--- src/rtl/reaction_round_controller.sv ---
// reaction_round_controller
//   Multi-round reaction-time game sequencer. Each round shows red for a
//   loaded delay, then green while a score counter runs. The round score
//   (or PENALTY on a false start) is written to the register file. After
//   ROUNDS rounds the best (minimum) score is written at address ROUNDS
//   and the block halts in DONE until the next start edge.
//
// Ports
//   Clock            : rising-edge clock
//   buttonReset      : asynchronous active-high reset
//   buttonStart      : start button level (edge-detected internally)
//   buttonHit        : hit button level (edge-detected internally)
//   delayLoad        : WAIT duration in cycles, sampled on WAIT entry (0 acts as 1)
//   RedLed           : high in WAIT
//   ledGreen         : high in GO
//   registerLoad     : register-file write enable (STORE and FINAL)
//   WriteAddress     : register-file write address
//   registerLoadData : register-file write data
//   roundIndex       : current round, 0..ROUNDS-1
//   bestScore        : minimum score of the current game
//   falseStart       : one-cycle pulse coinciding with the STORE of a false start
//   gameDone         : high in DONE
module reaction_round_controller #(
  parameter int SCORE_W = 13,
  parameter int DELAY_W = 13,
  parameter int ROUNDS  = 4,
  parameter int ADDR_W  = 3,
  parameter int TIMEOUT = 4095
) (
  input  logic               Clock,
  input  logic               buttonReset,
  input  logic               buttonStart,
  input  logic               buttonHit,
  input  logic [DELAY_W-1:0] delayLoad,
  output logic               RedLed,
  output logic               ledGreen,
  output logic               registerLoad,
  output logic [ADDR_W-1:0]  WriteAddress,
  output logic [SCORE_W-1:0] registerLoadData,
  output logic [ADDR_W-1:0]  roundIndex,
  output logic [SCORE_W-1:0] bestScore,
  output logic               falseStart,
  output logic               gameDone
);

  localparam logic [SCORE_W-1:0] PENALTY    = '1;
  localparam logic [SCORE_W-1:0] TIMEOUT_V  = SCORE_W'(TIMEOUT);
  localparam logic [ADDR_W-1:0]  LAST_ROUND = ADDR_W'(ROUNDS - 1);
  localparam logic [ADDR_W-1:0]  FINAL_ADDR = ADDR_W'(ROUNDS);
  localparam logic [DELAY_W-1:0] DELAY_ONE  = DELAY_W'(1);

  typedef enum logic [2:0] {
    S_IDLE,
    S_WAIT,
    S_GO,
    S_STORE,
    S_FINAL,
    S_DONE
  } state_t;

  state_t             state_q, state_d;
  logic               start_prev_q, hit_prev_q;
  logic [DELAY_W-1:0] delay_q, delay_d;
  logic [SCORE_W-1:0] score_q, score_d;
  logic [ADDR_W-1:0]  round_q, round_d;
  logic [SCORE_W-1:0] best_q, best_d;
  logic [ADDR_W-1:0]  addr_q, addr_d;
  logic [SCORE_W-1:0] data_q, data_d;
  logic               false_start_q, false_start_d;

  logic               start_edge, hit_edge;
  logic [DELAY_W-1:0] delay_init;
  logic [SCORE_W-1:0] best_min;

  assign start_edge = buttonStart & ~start_prev_q;
  assign hit_edge   = buttonHit & ~hit_prev_q;
  assign delay_init = (delayLoad == '0) ? DELAY_ONE : delayLoad;
  // data_q holds the score written in the current STORE cycle
  assign best_min   = (data_q < best_q) ? data_q : best_q;

  always_comb begin
    state_d       = state_q;
    delay_d       = delay_q;
    score_d       = score_q;
    round_d       = round_q;
    best_d        = best_q;
    addr_d        = addr_q;
    data_d        = data_q;
    false_start_d = 1'b0;

    case (state_q)
      S_IDLE, S_DONE: begin
        if (start_edge) begin
          state_d = S_WAIT;
          round_d = '0;
          best_d  = PENALTY;
          delay_d = delay_init;
        end
      end

      S_WAIT: begin
        if (hit_edge) begin
          state_d       = S_STORE;
          false_start_d = 1'b1;
          addr_d        = round_q;
          data_d        = PENALTY;
        end else if (delay_q <= DELAY_ONE) begin
          state_d = S_GO;
          score_d = '0;
        end else begin
          delay_d = delay_q - DELAY_ONE;
        end
      end

      S_GO: begin
        if (hit_edge || (score_q == TIMEOUT_V)) begin
          state_d = S_STORE;
          addr_d  = round_q;
          data_d  = score_q;
        end else begin
          score_d = score_q + SCORE_W'(1);
        end
      end

      S_STORE: begin
        best_d = best_min;
        if (round_q == LAST_ROUND) begin
          state_d = S_FINAL;
          addr_d  = FINAL_ADDR;
          data_d  = best_min;
        end else begin
          state_d = S_WAIT;
          round_d = round_q + ADDR_W'(1);
          delay_d = delay_init;
        end
      end

      S_FINAL: begin
        state_d = S_DONE;
      end

      default: begin
        state_d = S_IDLE;
      end
    endcase
  end

  always_ff @(posedge Clock or posedge buttonReset) begin
    if (buttonReset) begin
      state_q       <= S_IDLE;
      start_prev_q  <= 1'b1;
      hit_prev_q    <= 1'b1;
      delay_q       <= '0;
      score_q       <= '0;
      round_q       <= '0;
      best_q        <= PENALTY;
      addr_q        <= '0;
      data_q        <= '0;
      false_start_q <= 1'b0;
    end else begin
      state_q       <= state_d;
      start_prev_q  <= buttonStart;
      hit_prev_q    <= buttonHit;
      delay_q       <= delay_d;
      score_q       <= score_d;
      round_q       <= round_d;
      best_q        <= best_d;
      addr_q        <= addr_d;
      data_q        <= data_d;
      false_start_q <= false_start_d;
    end
  end

  assign RedLed           = (state_q == S_WAIT);
  assign ledGreen         = (state_q == S_GO);
  assign registerLoad     = (state_q == S_STORE) || (state_q == S_FINAL);
  assign gameDone         = (state_q == S_DONE);
  assign WriteAddress     = addr_q;
  assign registerLoadData = data_q;
  assign roundIndex       = round_q;
  assign bestScore        = best_q;
  assign falseStart       = false_start_q;

endmodule

--- config.mk ---
export PLATFORM = sky130hd
export DESIGN_NAME = reaction_round_controller
export DESIGN_NICKNAME = d
export VERILOG_FILES = /design/src/rtl/reaction_round_controller.sv
export SDC_FILE = /design/constraint.sdc
export NUM_CORES = 1
export LEC_CHECK = 0
export CAP_MARGIN = 20
export CORE_MARGIN = 8
export CORE_UTILIZATION = 30
export CTS_BUF_LIST = sky130_fd_sc_hd__clkbuf_16
export DETAILED_ROUTE_END_ITERATION = 6
export PLACE_DENSITY = 0.49
export REMOVE_ABC_BUFFERS = 1
export SYNTH_ARGS = -nofsm -noshare
export SYNTH_HDL_FRONTEND = slang
export SYNTH_SLANG_ARGS = --single-unit
--- constraint.sdc ---
create_clock -name Clock -period 4.4 [get_ports Clock]
set_input_delay 0.88 -clock Clock [delete_from_list [all_inputs] [get_ports Clock]]
set_output_delay 0.88 -clock Clock [all_outputs]
set_load 0.01 [all_outputs]
# Yosys cells after proc, flatten, opt, wreduce, memory -nomap -nowiden
# Cells that the tools add are included.
[totals]
word_cells = 83
regBits = 64
inputBits = 17
output_inout_bits = 37
[classes]
n_reduce_logical = 15
n_lt_le_gt_ge = 2
bitwise_logic = 4
muxes = 32
n_addsub = 3
n_eq_ne = 17
[ops]
columns = ["cell", "n"]
rows = [
  ["$mux 13", 13],
  ["$pmux 13 s3", 2],
  ["$pmux 13 s2", 2],
  ["$mux 3", 10],
  ["$pmux 3 s5", 1],
  ["$add 13x1->13 const B", 1],
  ["$eq 13x12->1 const B", 1],
  ["$le 13x1->1 const B", 1],
  ["$logic_not 13->1", 1],
  ["$lt 13x13->1", 1],
  ["$sub 13x1->13 const B", 1],
  ["$ne 2x2->1 const B", 6],
  ["$eq 3x2->1 const B", 3],
  ["$pmux 3 s3", 1],
  ["$reduce_and 4->1", 2],
  ["$eq 3x3->1 const B", 2],
  ["$ne 2x1->1 const B", 3],
  ["$pmux 3 s2", 1],
  ["$reduce_and 3->1", 2],
  ["$reduce_bool 3->1", 2],
  ["$reduce_and 5->1", 1],
  ["$reduce_bool 2->1", 2],
  ["$add 3x1->3 const B", 1],
  ["$eq 3x1->1 const B", 1],
  ["other kinds (8)", 12],
]

# Longest topological paths before layout
# Gate-level depths: netlist (run 1).
[depth]
depth_word = 5
ltp_mapped = 10
depth_no_buf = 8

# Worst setup path after synthesis (run 1)
# OpenSTA, ideal clock, no wires.
[synth_path]
kind = "register -> register"
startpoint = "register best_q[2] (netlist: bestScore[2])"
endpoint = "register data_q[12] (netlist: registerLoadData[12])"
setup_slack_ns = 2.072
setup_ns = 0.119
arrival_ns = 2.209
stages_incl_launch_ff = 10
period_less_slack_ns = 2.328
n_path_buf = 1
t_required_ns = 4.281
cell_sequence = "dfstp_2 > inv_1 > ha_1 > a21o_1 > a31oi_1 > o21ai_0 > a21oi_1 > buf_2 > a21oi_4 > o21a_1"
[synth_between]
elab_chain_cells = 4
[synth_lines]
columns = ["element", "line", "source"]
rows = [
  ["from (decl)", "66", "logic [SCORE_W-1:0] best_q, best_d;"],
  ["from (signal assigned)", "167", "best_q <= best_d;"],
  ["$lt 13x13->1", "79", "assign best_min = (data_q < best_q) ? data_q : best_q;"],
  ["$mux 13", "79", ""],
  ["$mux 13", "127", "if (round_q == LAST_ROUND) begin"],
  ["$pmux 13 s3", "91", "case (state_q)"],
  ["to (signal assigned)", "169", "data_q <= data_d;"],
  ["to (decl)", "68", "logic [SCORE_W-1:0] data_q, data_d;"],
]
# Every way passes these cells. The select of a mux whose other input is x is not followed.
# A chain may end at the register's enable or synchronous reset.

# Worst setup path after layout (run 1)
[layout_path]
startpoint = "register state_q[2]"
endpoint = "output port RedLed"
[layout_between]
elab_chain_cells = 1
[layout_lines]
columns = ["element", "line", "source"]
rows = [
  ["from (decl)", "61", "state_t state_q, state_d;"],
  ["from (signal assigned)", "161", "state_q <= state_d;"],
  ["$eq 3x1->1", "174", "assign RedLed = (state_q == S_WAIT);"],
  ["to (decl)", "35", "output logic RedLed,"],
]
# Every way passes these cells.

==> flow_metrics.env, run 1 <==
export IMPL_synth_distinct_cells=60
export IMPL_place_worst_setup_slack_ps=1350
export IMPL_power_frac_seq_pct=30.8
export IMPL_synth_compound_area_share_pct=24.3
export IMPL_antenna_found_initial=0
export IMPL_worstPathArrival_ps=2480
export IMPL_viasPerCell=5.18
export IMPL_outcome="finished clean"
export IMPL_finalCritPeriodShare_pct=76.3
export IMPL_overflow=0
export IMPL_clkSlewWorstSetupHoldPaths_ps=60
export IMPL_synth_main_ff_cell="dfrtp_1"
export IMPL_cp_end_kind="primary output"
export IMPL_swShare_pct=39.5
export IMPL_setup_ws_ps=1040
export IMPL_fin_crit_ps=3360
export IMPL_synth_area_per_cell_sq_um=9.13
export IMPL_total_leakage_power_uw=0.00198
export IMPL_grt_use_total_pct=12.3
export IMPL_setup_tns_ps=0
export IMPL_num_io_pins=54
export IMPL_r2r_start="state_q[0]$_DFFE_PP0P_"
export IMPL_synth_area_leaders="dfrtp_1 34%, dfstp_2 11%, nor2_1 6.2%"
export IMPL_die_x_microns=126
export IMPL_finClkSkew_ps=6.80
export IMPL_ys_seq_elements=64
export IMPL_gp_congestion=0.761
export IMPL_diodes=0
export IMPL_antenna_left=0
export IMPL_intPower_uw=2140
export IMPL_grt_most_used_layer="met2"
export IMPL_drc=0
export IMPL_synth_xor_area_share_pct=1.91
export IMPL_ys_warn_count=0
export IMPL_clock_latency_ps=330
export IMPL_die_area_sq_um=16000
export IMPL_criticalPathCategory="flip-flop to primary output"
export IMPL_synthSimpleGateAreaFrac_pct=18.7
export IMPL_synth_cell_area_sq_um=3660
export IMPL_path_max_fanout=24
export IMPL_synth_cells=401
export IMPL_cts_repair_resized=0
export IMPL_grt_max_degree=38
export IMPL_clock_power_share_pct=24.4
export IMPL_num_nets_final=486
export IMPL_grtUsageMet1_pct=15.3
export IMPL_synth_edff_count=0
export IMPL_rows=40
export IMPL_firstDrtPassIters=4
export IMPL_synth_adder_area_share_pct=6.09
export IMPL_hpwl_microns=6810
export IMPL_muxShareOfSynthArea_pct=0.308
export IMPL_core_sq_um=12000
export IMPL_crit_end="RedLed"
export IMPL_p_comb_share_pct=44.8
export IMPL_cts_hold_buf=0
export IMPL_r2r_setup_slack_ps=1380
export IMPL_worst_slew_pin_slew_ps=927
export IMPL_seq_area_frac_synth_pct=44.3
export IMPL_slew_violations=0
export IMPL_p_per_area_nw_per_um2=752
export IMPL_h_tree_depth=3
export IMPL_rr_endpoint="score_q[9]$_DFFE_PP0P_"
export IMPL_yosys_area_top_type="dfrtp_1"
export IMPL_critPathLaunch="state_q[2]$_DFFE_PP0P_"
export IMPL_peakVddDrop_v=0.000341
export IMPL_dr_total_vias=3127
export IMPL_cts_root_buffer="clkbuf_16"
export IMPL_postRouteWirelength_microns=9340
export IMPL_drive_gt1_share_pct=11.6
export IMPL_start_util_pct=30.6
export IMPL_dr_first_iter_drc_count=148
export IMPL_relSlewSlack_pct=37.7
export IMPL_area_growth_pct=28.2
export IMPL_min_path_type="flip-flop to flip-flop"
export IMPL_yosysTopAreaCellShare_pct=33.5
export IMPL_fmax_mhz=298
export IMPL_grt_pass1_wl_microns=16000
export IMPL_p_sw_uw=1390
export IMPL_port_buffers=53
export IMPL_setup_viol=0
export IMPL_cp_required_ps=3520
export IMPL_finalHoldViolCount=0
export IMPL_met3_usage_pct=3.73
export IMPL_rsz0062_at_grt="no"
export IMPL_grt_use_met2_pct=19.8
export IMPL_setup_worst_path_start_class="flip-flop"
export IMPL_async_reset_ff_share_pct=100
export IMPL_die_height_microns=126
export IMPL_clockBufferDepth=2
export IMPL_cts_setup_buffers=0
export IMPL_numCtsBuffers=9
export IMPL_max_cap_viol_count=0
export IMPL_cts_sinks=64
export IMPL_cts_tree="built"
export IMPL_avgRoutedWirePerCell_microns=15.5
export IMPL_synth_top_family_by_area="compound AO/OA/AOI/OAI gates"
export IMPL_grt_pass1_vias=3162
export IMPL_reg2regPathDepth=8
export IMPL_hold_start="WriteAddress[0]$_DFFE_PP0P_"
sequential cells by signal (all words and copies together) (netlist names):
signal            count
registerLoadData     13
state_q               3
bestScore            13
score_q              13
start_prev_q          1
delay_q              13
hit_prev_q            1
roundIndex            3
falseStart            1
WriteAddress          3
cells in the mapped netlist (all sizes together), types with 5 or more instances:
cell type   n
dfrtp      49
xor2        8
a2bb2oi     5
a21oi      35
inv        23
a22oi       6
clkbuf     12
nand2      25
buf         5
ha         17
o21ai      39
nand3       7
dfstp      15
nor3        9
nand2b      5
o21a       10
o32a       10
nor2       62
nor4        6
final cells by class:
cell class,instances,area [sq um]
fill,1211,7270
inverter,24,91.3
multi-input combinational,296,1880
timing repair buffer,57,561
sequential,64,1620
clock buffer,9,225
tap,147,184
clock inverter,7,134
placed cells by master (no fill, tap or decap), drive strengths merged, types with 6 or more instances in the layout:
| cell | count |
|---|---|
| o21a | 10 |
| nor3 | 9 |
| dfrtp | 49 |
| xor2 | 8 |
| o21ai | 39 |
| nand2 | 25 |
| ha | 17 |
| o32a | 10 |
| clkbuf | 9 |
| nand3 | 7 |
| nor4 | 6 |
| dfstp | 15 |
| nor2 | 62 |
| inv | 23 |
| clkdlybuf4s50 | 53 |
| a22oi | 6 |
| a21oi | 35 |
how the worst min path moves through the flow:
stage | end | depth (start not counted)
final | WriteAddress[0]$_DFFE_PP0P_ | 1
after global routing | WriteAddress[0]$_DFFE_PP0P_ | 1
after global placement | WriteAddress[1]$_DFFE_PP0P_ | 1
after floorplan | delay_q[11]$_DFFE_PP0P_ | 2
after CTS | WriteAddress[0]$_DFFE_PP0P_ | 1
after detailed placement | WriteAddress[0]$_DFFE_PP0P_ | 1
worst max-delay path, stage by stage (launching register included):
cell and delay [ps]:
dfrtp_1 550, and2b_2 310, nand2_2 360, clkinv_2 350, clkdlybuf4s50_1 580
metrics by stage:
step / std cells / hold WS, ps / utilization [%] / power, uW / area, sq um
floorplan: 384 / 491 / - / 2050 / 3590
global placement: 588 / 504 / 36.2 / 2670 / 4330
detailed placement: 588 / 504 / 36.2 / 2700 / 4330
CTS: 604 / 519 / 39.2 / 3580 / 4690
global route: 604 / 546 / 39.2 / 3840 / 4690
finish: 604 / 517 / 39.2 / 3530 / 4690
routing by layer:
layer	wire length (microns)	up-vias
li1	-	1552
met1	4480	1500
met2	4300	64
met3	412	11
met4	147	0
met5	0	-
kinds of logic (layout without fill, tap and decap cells):
logic type,after synthesis,after routing
AND/OR/NAND/NOR,135,135
AO/OA/AOI/OAI,134,134
flip-flops,64,64
buffers and inverters,41,97
adder cells (fa/ha/maj),18,18
XOR/XNOR,8,8
multiplexers,1,1
power groups by stage:
stage | Combinational, uW | Sequential, uW | Clock (uW)
after global placement | 1580 | 1090 | 0
after CTS | 1600 | 1090 | 883
after detailed placement | 1600 | 1100 | 0
after global routing | 1790 | 1130 | 911
final | 1580 | 1090 | 862
after floorplan | 964 | 1090 | 0
(Power assumes the default switching activity.)
==> inputs of run 2 (changes only) <==
==> constraint.sdc (replaced) <==
create_clock -name Clock -period 3.3 [get_ports Clock]
set_input_delay 0.66 -clock Clock [delete_from_list [all_inputs] [get_ports Clock]]
set_output_delay 0.66 -clock Clock [all_outputs]
set_load 0.01 [all_outputs]
==> flow_metrics.env, run 2 (same netlist as run 1, synthesis figures left out) <==
export IMPL_antenna_found_initial=0
export IMPL_port_buffers=53
export IMPL_peakVddDrop_v=0.000368
export IMPL_setup_worst_path_start_class="flip-flop"
export IMPL_fillCellCount=1199
export IMPL_crit_path_cell_trace="and2b_2 -> nand2_2 -> clkinv_2 -> clkdlybuf4s50_1"
export IMPL_viasPerCell=5.19
export IMPL_drive_gt1_share_pct=13.0
export IMPL_cts_sinks=64
export IMPL_p_per_area_nw_per_um2=983
export IMPL_path_buf_inv=2
export IMPL_setup_tns_ps=0
export IMPL_critPathMaxStageDelay_ps=550
export IMPL_cts_repair_resized=0
export IMPL_fin_crit_ps=2690
export IMPL_clkSlewWorstSetupHoldPaths_ps=60
export IMPL_worst_slew_pin_slew_ps=852
export IMPL_numCtsBuffers=9
export IMPL_min_path_type="flip-flop to flip-flop"
export IMPL_avgRoutedWirePerCell_microns=15.3
export IMPL_hold_slack_ps=507
export IMPL_area_growth_pct=28.4
export IMPL_drc=0
export IMPL_finalCritPeriodShare_pct=81.5
export IMPL_critPathTopFamily="buffers and inverters"
export IMPL_grt_use_total_pct=12.3
export IMPL_postRouteWirelength_microns=9340
export IMPL_dr_total_vias=3163
export IMPL_criticalPathCategory="flip-flop to primary output"
export IMPL_slowest_stage="dfrtp_1"
export IMPL_cp_required_ps=2640
export IMPL_num_nets_final=492
export IMPL_cp_end_kind="primary output"
export IMPL_power_frac_seq_pct=31.3
export IMPL_diodes=0
export IMPL_grt_max_degree=65
export IMPL_slew_violations=0
export IMPL_core_sq_um=12000
export IMPL_die_x_microns=126
export IMPL_cts_setup_buffers=0
export IMPL_relSlewSlack_pct=43.2
export IMPL_path_max_fanout=15
export IMPL_finalHoldViolCount=0
export IMPL_p_comb_share_pct=46.7
export IMPL_h_tree_depth=3
export IMPL_dp_cells=594
export IMPL_outcome="finished clean"
export IMPL_die_height_microns=126
export IMPL_max_cap_viol_count=0
export IMPL_total_power_uw=4620
export IMPL_fmax_mhz=372
export IMPL_antenna_left=0
export IMPL_r2r_setup_slack_ps=910
export IMPL_cts_hold_buf=0
export IMPL_rows=40
export IMPL_die_area_sq_um=16000
export IMPL_gp_congestion=0.768
export IMPL_swShare_pct=40.5
export IMPL_cts_tree="built"
export IMPL_clockBufferDepth=2
export IMPL_worstPathArrival_ps=2030
export IMPL_overflow=0
export IMPL_p_sw_uw=1870
export IMPL_dr_first_iter_drc_count=202
export IMPL_start_util_pct=30.6
export IMPL_total_leakage_power_uw=0.00198
export IMPL_grt_pass1_wl_microns=16400
export IMPL_grt_pass1_vias=3245
export IMPL_num_io_pins=54
export IMPL_cts_root_buffer="clkbuf_16"
export IMPL_hpwl_microns=6780
export IMPL_finClkSkew_ps=7.14
export IMPL_intPower_uw=2750
export IMPL_rsz0062_at_grt="no"
export IMPL_final_cell_count_no_fill=610
export IMPL_firstDrtPassIters=4
export IMPL_final_common_cell="nor2_1"
export IMPL_clock_power_share_pct=22.0
export IMPL_layout_common_cells="60 x nor2_1, 53 x clkdlybuf4s50_1, 49 x dfrtp_1"
export IMPL_setup_viol=0
export IMPL_clock_latency_ps=320
[run 2: cell types whose count changed in the layout (fill, tap and decap cells not counted), sizes merged]
cell / before / now
buf: 4 / 10
bufinv: 4 / 2
clkinv: 4 / 3
clkinvlp: 0 / 3
[run 2: path summary, 6_finish.rpt]
check | startpoint | endpoint | depth (start not counted)
worst min register to register | WriteAddress[0]$_DFFE_PP0P_ | WriteAddress[0]$_DFFE_PP0P_ | 1
min in group asynchronous | buttonReset | delay_q[3]$_DFFE_PP0P_ | 3
worst min-delay path | WriteAddress[0]$_DFFE_PP0P_ | WriteAddress[0]$_DFFE_PP0P_ | 1
worst max-delay path | state_q[2]$_DFFE_PP0P_ | RedLed | 4
max in group asynchronous | buttonReset | registerLoadData[10]$_DFFE_PP0P_ | 3
worst max register to register | delay_q[3]$_DFFE_PP0P_ | delay_q[9]$_DFFE_PP0P_ | 6
[run 2: cell type report]
cell class,count,area (sq um),area share [%]
tap,147,184,3.91
sequential,64,1620,34.5
clock buffer,9,225,4.79
inverter,24,91.3,1.94
multi-input combinational,296,1880,40.0
clock inverter,7,96.3,2.05
timing repair buffer,63,603,12.8
[run 2: worst reg2reg max path, stage by stage (launching register included)]
cell and delay [ps]:
dfrtp_1 430, nor3_2 330, o2111ai_2 220, nor3_1 470
a211o_1 560, a21oi_1 90, o22a_1 190
[run 2: power groups by stage]
stage / registers, uW / logic, uW / clock network [uW]
final: 1450 / 2160 / 1020
after floorplan: 1450 / 1290 / 0
after detailed placement: 1460 / 2180 / 0
after CTS: 1450 / 2190 / 1050
after global routing: 1510 / 2450 / 1080
after global placement: 1450 / 2150 / 0
[run 2: through the flow]
step	util (%)	setup WS (ps)	instance area, sq um
finish	39.3	611	4700
global route	39.3	488	4700
CTS	39.3	589	4700
detailed placement	36.6	498	4380
global placement	36.5	521	4370
floorplan	-	780	3590
[run 2: routing by layer]
metal | part of all wire, % | track usage [%] | vias to the layer above | routed length (microns)
li1 | - | - | 1570 | -
met1 | 49 | 16.1 | 1524 | 4610
met2 | 46 | 20.2 | 59 | 4300
met3 | 3.7 | 2.72 | 10 | 346
met4 | 0.88 | 3.18 | 0 | 82
met5 | 0 | 0 | - | 0
